**config.mk**
```make
export PLATFORM = sky130hd
export DESIGN_NAME = bus_source_arbiter_flat
export DESIGN_NICKNAME = d
export VERILOG_FILES = /design/src/rtl/bus_source_arbiter_if.sv /design/src/rtl/bus_source_arbiter.sv /design/src/flat_wrapper.sv
export SDC_FILE = /design/constraint.sdc
export NUM_CORES = 1
export LEC_CHECK = 0
export ABC_AREA = 1
export CORE_MARGIN = 8
export CORE_UTILIZATION = 40
export CTS_BUF_LIST = sky130_fd_sc_hd__clkbuf_16
export DETAILED_ROUTE_END_ITERATION = 8
export PLACE_DENSITY = 0.74
export SLEW_MARGIN = 30
export SYNTH_ARGS = -nofsm -noshare
export SYNTH_HDL_FRONTEND = slang
export SYNTH_SLANG_ARGS = --single-unit
```
**constraint.sdc**
```tcl
create_clock -name clk -period 2.6 [get_ports clk]
set_input_delay 0.52 -clock clk [delete_from_list [all_inputs] [get_ports clk]]
set_output_delay 0.52 -clock clk [all_outputs]
set_load 0.01 [all_outputs]
```
**src/rtl/bus_source_arbiter_if.sv**
```systemverilog
// Request/grant bundle between the control unit's register-out requests and the bus-select arbiter.
interface bus_source_arbiter_if #(
    parameter int N_SRC = 24,
    parameter int SEL_W = 5
) ();
    logic [N_SRC-1:0] req;
    logic             done;
    logic [N_SRC-1:0] gnt;
    logic [SEL_W-1:0] bus_sel;
    logic             bus_busy;
    logic             timeout_err;
    logic [SEL_W-1:0] err_src;

    modport master (
        output req, done,
        input  gnt, bus_sel, bus_busy, timeout_err, err_src
    );

    modport slave (
        input  req, done,
        output gnt, bus_sel, bus_busy, timeout_err, err_src
    );
endinterface

```
**src/rtl/bus_source_arbiter.sv**
```systemverilog
// Round-robin arbiter for the internal CPU bus: one source at a time, 5-bit select
// (31 = no driver), one-hot grant, hold-time watchdog with a sticky error flag.
module bus_source_arbiter #(
    parameter int N_SRC   = 24,
    parameter int SEL_W   = 5,
    parameter int TIMEOUT = 16
) (
    input  logic                 clk,
    input  logic                 clr,
    bus_source_arbiter_if.slave  bus
);
    typedef enum logic [1:0] {IDLE, GRANT, RELEASE} state_t;

    localparam logic [SEL_W-1:0] NO_SEL   = '1;
    localparam logic [N_SRC-1:0] ONE      = N_SRC'(1);
    localparam logic [7:0]       LAST_CNT = 8'(TIMEOUT - 1);
    localparam logic [SEL_W-1:0] PTR_RST  = SEL_W'(N_SRC - 1);

    state_t           state, state_n;
    logic [N_SRC-1:0] gnt_q, gnt_n;
    logic [SEL_W-1:0] sel_q, sel_n;
    logic             busy_q, busy_n;
    logic             terr_q, terr_n;
    logic [SEL_W-1:0] esrc_q, esrc_n;
    logic [SEL_W-1:0] ptr_q, ptr_n;
    logic [7:0]       cnt_q, cnt_n;

    logic             any_req, owner_req;
    logic [SEL_W-1:0] win, hi_win, lo_win, j;
    logic             hi_found;

    // Lowest set index above ptr wins; if none, wrap to the lowest set index overall.
    always_comb begin
        hi_win   = '0;
        lo_win   = '0;
        hi_found = 1'b0;
        j        = '0;
        for (int unsigned i = N_SRC; i > 0; i--) begin
            j = SEL_W'(i - 1);
            if (bus.req[j]) begin
                lo_win = j;
                if (j > ptr_q) begin
                    hi_win   = j;
                    hi_found = 1'b1;
                end
            end
        end
        win = hi_found ? hi_win : lo_win;
    end

    assign any_req   = |bus.req;
    assign owner_req = |(bus.req & gnt_q);

    always_comb begin
        state_n = state;
        gnt_n   = gnt_q;
        sel_n   = sel_q;
        busy_n  = busy_q;
        terr_n  = terr_q;
        esrc_n  = esrc_q;
        ptr_n   = ptr_q;
        cnt_n   = cnt_q;
        case (state)
            IDLE, RELEASE: begin
                if (any_req) begin
                    state_n = GRANT;
                    gnt_n   = ONE << win;
                    sel_n   = win;
                    busy_n  = 1'b1;
                    ptr_n   = win;
                    cnt_n   = '0;
                end else begin
                    state_n = IDLE;
                end
            end
            GRANT: begin
                if (bus.done || !owner_req || cnt_q == LAST_CNT) begin
                    state_n = RELEASE;
                    gnt_n   = '0;
                    sel_n   = NO_SEL;
                    busy_n  = 1'b0;
                    cnt_n   = '0;
                    // Only a genuine expiry flags an error; done or a dropped request take precedence.
                    if (!bus.done && owner_req) begin
                        terr_n = 1'b1;
                        esrc_n = sel_q;
                    end
                end else begin
                    cnt_n = cnt_q + 8'd1;
                end
            end
            default: state_n = IDLE;
        endcase
    end

    always_ff @(posedge clk) begin
        if (clr) begin
            state  <= IDLE;
            gnt_q  <= '0;
            sel_q  <= NO_SEL;
            busy_q <= 1'b0;
            terr_q <= 1'b0;
            esrc_q <= NO_SEL;
            ptr_q  <= PTR_RST;
            cnt_q  <= '0;
        end else begin
            state  <= state_n;
            gnt_q  <= gnt_n;
            sel_q  <= sel_n;
            busy_q <= busy_n;
            terr_q <= terr_n;
            esrc_q <= esrc_n;
            ptr_q  <= ptr_n;
            cnt_q  <= cnt_n;
        end
    end

    assign bus.gnt         = gnt_q;
    assign bus.bus_sel     = sel_q;
    assign bus.bus_busy    = busy_q;
    assign bus.timeout_err = terr_q;
    assign bus.err_src     = esrc_q;
endmodule

```
**src/flat_wrapper.sv**
```systemverilog
// flat-port wrapper written by rule: the top's interface ports become plain ports
module bus_source_arbiter_flat 
#(
    parameter int N_SRC   = 24,
    parameter int SEL_W   = 5,
    parameter int TIMEOUT = 16
)
  (clk, clr, bus_req, bus_done, bus_gnt, bus_bus_sel, bus_bus_busy, bus_timeout_err, bus_err_src);
  bus_source_arbiter_if #(.N_SRC(N_SRC), .SEL_W(SEL_W)) bus_i ();
  input  logic clk;
  input  logic clr;
  input wire logic [$bits(bus_i.req)-1:0] bus_req;
  input wire logic [$bits(bus_i.done)-1:0] bus_done;
  output wire logic [$bits(bus_i.gnt)-1:0] bus_gnt;
  output wire logic [$bits(bus_i.bus_sel)-1:0] bus_bus_sel;
  output wire logic [$bits(bus_i.bus_busy)-1:0] bus_bus_busy;
  output wire logic [$bits(bus_i.timeout_err)-1:0] bus_timeout_err;
  output wire logic [$bits(bus_i.err_src)-1:0] bus_err_src;
  assign bus_i.req = bus_req;
  assign bus_i.done = bus_done;
  assign bus_gnt = bus_i.gnt;
  assign bus_bus_sel = bus_i.bus_sel;
  assign bus_bus_busy = bus_i.bus_busy;
  assign bus_timeout_err = bus_i.timeout_err;
  assign bus_err_src = bus_i.err_src;
  bus_source_arbiter #(.N_SRC(N_SRC), .SEL_W(SEL_W), .TIMEOUT(TIMEOUT)) u_core (.clk(clk), .clr(clr), .bus(bus_i));
endmodule
```
* After elaboration in Yosys (flattened, before gate mapping)
Cells that the tools add are included. W data, S select, Z words.
Storage, ports and cells: register bits after elaboration 51, bits of input ports 27, output and inout bits 36, logic and storage cells 190
Operators by class: $add $sub $neg 1, order comparisons 24, equal/unequal tests 5, shifts and indexed selects 1, mux-type cells 136, bitwise logic cells 1, reductions and logical operators 14
Operators by type and width (count):
- $mux W5 | 75
- $mux W1 | 51
- $mux W24 | 2
- $pmux W24 S2 | 1
- $reduce_or A24 Y1 | 2
- $gt A4 B5 Y1 const A | 8
- $gt A5 B5 Y1 const A | 8
- $and A24 B24 Y24 | 1
- $shl A1 B5 Y24 const A | 1
- $gt A3 B5 Y1 const A | 4
- $mux W8 | 2
- $pmux W8 S2 | 1
- $gt A1 B5 Y1 const A | 2
- $gt A2 B5 Y1 const A | 2
- $pmux W5 S2 | 1
- $add A8 B1 Y8 const B | 1
- $eq A8 B4 Y1 const B | 1
- $reduce_and A3 Y1 | 2
- $ne A2 B1 Y1 const B | 2
- $pmux W2 S2 | 1
- $reduce_and A2 Y1 | 2
- $eq A2 B1 Y1 const B | 1
- $eq A2 B2 Y1 const B | 1
- $logic_not A1 Y1 | 2
- other kinds (7) | 8

* Longest topological paths before layout
depth after elaboration 53, depth in mapped cells 30, depth with buffers taken out 29

* Worst setup path after synthesis
Ideal clock, no wire load.
path kind input to register, start in bus_req[12], end reg u_core.sel_q[0] (netlist: u_core.bus.bus_sel[0]), setup time 115 ps, arrival 2248 ps, data required time 2485 ps, path slack 237 ps, stages on the path 14, buffers on the path 0, cells stage by stage nor4_1 -> nand3_1 -> inv_1 -> nand3_1 -> nand2_2 -> inv_2 -> nor2_2 -> inv_2 -> nand2_1 -> inv_2 -> nor2_2 -> inv_2 -> o22ai_1 -> inv_1
On the way: longest elaborated chain between the ends 28, elaborated cells on any way between the ends 75, classes of those cells eq/ne: 2; mux: 66; bitwise: 1; reduce/logical: 6
Ends and longest elaborated chain:
- from (decl) | RTL line flat_wrapper.sv:12 | input wire logic [$bits(bus_i.req)-1:0] bus_req;
- $mux W5 / $mux W1 (equally long branches) | RTL line bus_source_arbiter.sv:40 | if (bus.req[j]) begin
- $mux W5 / $mux W1 (equally long branches) | RTL line bus_source_arbiter.sv:42 | if (j > ptr_q) begin
- $mux W5 / $mux W1 (equally long branches) | RTL line bus_source_arbiter.sv:40
- $mux W5 / $mux W1 (equally long branches) | RTL line bus_source_arbiter.sv:42
- $mux W5 / $mux W1 (equally long branches) | RTL line bus_source_arbiter.sv:40
- $mux W5 / $mux W1 (equally long branches) | RTL line bus_source_arbiter.sv:42
- $mux W5 / $mux W1 (equally long branches) | RTL line bus_source_arbiter.sv:40
- $mux W5 / $mux W1 (equally long branches) | RTL line bus_source_arbiter.sv:42
- (+12 left out)
- $mux W5 / $mux W1 (equally long branches) | RTL line bus_source_arbiter.sv:40
- $mux W5 / $mux W1 (equally long branches) | RTL line bus_source_arbiter.sv:42
- $mux W5 / $mux W1 (equally long branches) | RTL line bus_source_arbiter.sv:40
- $mux W5 / $mux W1 (equally long branches) | RTL line bus_source_arbiter.sv:42
- $mux W5 / $mux W1 (equally long branches) | RTL line bus_source_arbiter.sv:40
- $mux W5 | RTL line bus_source_arbiter.sv:48 | win = hi_found ? hi_win : lo_win;
- $mux W5 | RTL line bus_source_arbiter.sv:65 | if (any_req) begin
- $pmux W5 S2 | RTL line bus_source_arbiter.sv:63 | case (state)
- to (signal assigned) | RTL line bus_source_arbiter.sv:109 | sel_q <= sel_n;
- to (decl) | RTL line bus_source_arbiter.sv:21 | logic [SEL_W-1:0] sel_q, sel_n;
Parallel ways exist; a longest one is shown, timed or not. The select of a mux whose other input is x is not followed. A chain may end at the register's enable or synchronous reset.

* Worst setup path after layout
start in bus_req[10], end reg u_core.gnt_q[2] (netlist: u_core.bus.gnt[2])
On the way: longest elaborated chain between the ends 25, elaborated cells on any way between the ends 66, classes of those cells eq/ne: 2; shift: 1; mux: 56; bitwise: 1; reduce/logical: 6
Ends and longest elaborated chain:
- $mux W5 / $mux W1 (equally long branches) | RTL line bus_source_arbiter.sv:40
- $mux W5 / $mux W1 (equally long branches) | RTL line bus_source_arbiter.sv:42
- $mux W5 / $mux W1 (equally long branches) | RTL line bus_source_arbiter.sv:40
- $mux W5 / $mux W1 (equally long branches) | RTL line bus_source_arbiter.sv:42
- $mux W5 / $mux W1 (equally long branches) | RTL line bus_source_arbiter.sv:40
- $mux W5 / $mux W1 (equally long branches) | RTL line bus_source_arbiter.sv:42
- $mux W5 / $mux W1 (equally long branches) | RTL line bus_source_arbiter.sv:40
- $mux W5 / $mux W1 (equally long branches) | RTL line bus_source_arbiter.sv:42
- (+9 left out)
- $mux W5 / $mux W1 (equally long branches) | RTL line bus_source_arbiter.sv:42
- $mux W5 / $mux W1 (equally long branches) | RTL line bus_source_arbiter.sv:40
- $mux W5 / $mux W1 (equally long branches) | RTL line bus_source_arbiter.sv:42
- $mux W5 / $mux W1 (equally long branches) | RTL line bus_source_arbiter.sv:40
- $mux W5 | RTL line bus_source_arbiter.sv:48
- $shl A1 B5 Y24 | RTL line bus_source_arbiter.sv:67 | gnt_n = ONE << win;
- $mux W24 | RTL line bus_source_arbiter.sv:65
- $pmux W24 S2 | RTL line bus_source_arbiter.sv:63
- to (signal assigned) | RTL line bus_source_arbiter.sv:108 | gnt_q <= gnt_n;
- to (decl) | RTL line bus_source_arbiter.sv:20 | logic [N_SRC-1:0] gnt_q, gnt_n;
Parallel ways exist; a longest one is shown, timed or not. The select of a mux whose other input is x is not followed.

==> results.md <==
- Post-synthesis sequential area ratio: 33.31%
- Cell mode on critical path: nand2_1
- Fmax: 388.4 MHz
- Crit-path leading delay family: simple AND/OR/NAND/NOR gates
- Switch Pwr: 1.611 mW
- Vias per inst: 5.167
- Flop pwr share: 26.8%
- Critical path buffers and inverters: 4
- Clk sinks: 51
- Worst setup EP type: register
- Antenna viol nets, final: 0
- Share of cells above drive strength 1: 26.59%
- Routability cong.: 0.9092
- Worst slew pin tran: 0.3995 ns
- Async S/R FF share, synth: 0%
- Power density over the cells: 820.7 nW/um^2
- Cells after Synth: 478
- Clock Tree Buf Depth: 2
- Met2 GRT Util: 31.26%
- Vias in the first global route: 3574
- Max IR drop VDD: 0.7427 mV
- Global-route wire length before repair: 17.15 mm
- Max incr delay on CP: 0.47 ns
- Worst Hold Launch: u_core.state[1]
- Worst Hold Endpoint: u_core.state[1]
- Mapped Nets: 506
- Antenna Cells: 0
- Worst EP required: 2.83 ns
- Crit-path cells: clkdlybuf4s50_1 > buf_4 > o2111ai_2 > nand2_1 > nor2_2 > nand2_1 > nor2_2 > nand2_2 > inv_2 > nand3_1 > and2_2 > clkinv_2 > nand4_2 > nor2_4 > nand3_1 > nand2_1
- Clk_skew: 0.002835 ns
- R2R cell count: 19
- H-tree levels: 2
- Post-synthesis cell area: 3065 um^2
- IO Pins: 63
- CP arrival: 2.80 ns
- Setup violators final: 0
- Utilization after layout: 63.19%
- Largest net degree at the start of global routing: 17
- Post-DP HPWL: 8.406 mm
- Cell Rows: 32
- Post-DR wirelength/cell: 14.79 um
- Die area: 10720 um^2
- Top cell type's share of synthesized area: 33.31%
- Top cell type by total area after synthesis: dfxtp_1
- Width of the die: 103.5 um
- Root buf cell: clkbuf_16
- Worst-Skew Late Latency: 0.28 ns
- Sw Ratio: 41.05%
- Ys flop type: dfxtp_1
- CTS tree: done
- Hold Path Cell Cnt: 1
- DRT iter0 DRCs: 263
- Clock power share: 18.1%
- GR Util All Layers: 18.94%
- Drc violations: 0
- Crit start category: primary input
- Via count: 3772
- TNS Setup: 0 ns
- Worst flop-to-flop path endpoint: u_core.bus.gnt[2]
- Grt met1 use: 24.29%
- Max-slew headroom: 73.34%
- Critical-path top delay cell: clkdlybuf4s50_1
- EDFF count, synth: 0
- R2r setup slk: 0.04 ns
- Combinational Power Share: 55.1%
- Post-layout min period: 2.575 ns
- Most frequent cell after synthesis: nand2_1
- RSZ-0062 raised after global routing: yes
- Tcrit/Tclk final: 99.03%
- P_int: 2.314 mW
- Initial core utilization: 40.51%
- Antenna violations before repair: 0
- Outcome: completed
- Slew Viols, Final: 0
- Port bufs: 62
- Leak: 2.297 nW
- CP Max Fanout: 4
- Fin. Hold Viols: 0
- Synth cell count leaders: 130 x nand2_1, 67 x inv_1, 51 x dfxtp_1
- Syn. warnings: 0
- Number of synthesized register bits: 51
- Layout area overhead: 56.00%
- Cell variety after synth: 41
- Clk slew on worst S/H paths: 0.06 ns
- Beginning of the worst register-to-register path: u_core.ptr_q[1]
- Synth area leaders: dfxtp_1 33%, nand2_1 16%, inv_1 8.2%, nand3_1 5.9%, nor2_1 5.1%
- Layout Nets: 656
- DIE HEIGHT: 103.5 um
- Setup Crit Path Kind: in2reg
- Max-Cap Viols: 0
- Core area: 7567 um^2
- GRT Max-Usage Layer: met2
- M3 GR Usage: 3.098%
- DR pass1 iterations: 5
- CTS buffer count: 5
- Hold Crit Class: reg2reg
- Post-Syn Area per Cell: 6.413 um^2
- DRT Wirelength: 10.80 mm
- Overflow left after global routing: 0
[placed cells by master, fill, tap and decap left out, drive strengths merged, types with 2 or more instances in the layout]
| master | count |
|---|---|
| a21oi | 16 |
| a221oi | 3 |
| a22o | 3 |
| a31oi | 5 |
| buf | 92 |
| clkbuf | 5 |
| clkdlybuf4s15 | 3 |
| clkdlybuf4s50 | 50 |
| dfxtp | 51 |
| dlygate4sd2 | 3 |
| dlymetal6s2s | 6 |
| inv | 78 |
| nand2 | 135 |
| nand3 | 40 |
| nand4 | 11 |
| nor2 | 52 |
| nor3 | 6 |
| nor4 | 4 |
| o2111ai | 2 |
| o211ai | 10 |
| o21ai | 27 |
| o21bai | 10 |
| o22ai | 4 |
| o311ai | 2 |
[cell families after synthesis]
| logic type | count (synthesis) | share of synthesized area [%] |
|---|---|---|
| and+or+nand+nor | 250 | 36.57 |
| adders and majority gates | 1 | 0.4081 |
| xor gates and xnor gates | 1 | 0.2858 |
| AOI/OAI and AO/OA | 86 | 17.92 |
| DFF | 51 | 33.31 |
| buffers and inverters | 89 | 11.51 |
[how the worst max path moves through the flow]
stage                     from                    end  slack, ns  cells after the start
2_1_floorplan      bus_req[12]  u_core.bus.bus_sel[0]       0.24                     14
3_3_place_gp       bus_req[23]      u_core.bus.gnt[7]      -0.37                     24
3_5_place_dp       bus_req[23]      u_core.bus.gnt[7]      -0.41                     24
4_1_cts            bus_req[18]      u_core.bus.gnt[2]      0.003                     16
5_1_grt        u_core.ptr_q[1]      u_core.bus.gnt[2]      -0.15                     19
6_report           bus_req[10]      u_core.bus.gnt[2]       0.03                     16
[layout make-up]
cell class / instances / area (um^2)
inverter: 78 / 301.5
multi-input combinational: 338 / 1831
fill: 654 / 2785
clock inverter: 2 / 33.78
timing repair buffer: 154 / 1326
sequential: 51 / 1037
clock buffer: 5 / 125.1
tap: 102 / 127.6
[through the flow]
stage          cell area (um^2)  hold WS [ns]  setup WS [ns]  instances  power (mW)
6_report                   4782        0.4161        0.02522        730       3.925
5_1_grt                    4782        0.4316        -0.1492        730       4.170
4_1_cts                    4557        0.4177       0.002745        723       3.728
3_5_place_dp               4378        0.4086        -0.4065        714       2.954
3_3_place_gp               4378        0.4057        -0.3733        714       2.928
2_1_floorplan              3065        0.4015         0.2366        478       2.073
[power groups by stage]
stage / registers, mW / logic (mW) / clock network (mW)
after floorplan: 1.00 / 1.07 / 0
after global placement: 1.03 / 1.90 / 0
after detailed placement: 1.03 / 1.92 / 0
after CTS: 1.02 / 1.99 / 0.722
after global routing: 1.07 / 2.35 / 0.756
final: 1.05 / 2.16 / 0.710
[layer usage]
| metal | wire (um) | vias up |
|---|---|---|
| li1 | - | 1864 |
| met1 | 4690 | 1760 |
| met2 | 5223 | 126 |
| met3 | 659 | 22 |
| met4 | 226 | 0 |
| met5 | 0 | - |
[what timing repair did]
item                                    4_1_cts  5_1_grt
buffers inserted                              2        7
hold buffers                                  0        0
pin swaps                                     5       14
resized for setup                            13       53
endpoints found under the setup margin       21       31
[flip-flops by register name, indices dropped and copies added, names as in the netlist]
name                    cells
u_core.bus.bus_busy         1
u_core.ptr_q                5
u_core.bus.gnt             24
u_core.state                2
u_core.bus.bus_sel          5
u_core.bus.err_src          5
u_core.bus.timeout_err      1
u_core.cnt_q                8
(Power assumes the default switching activity.)
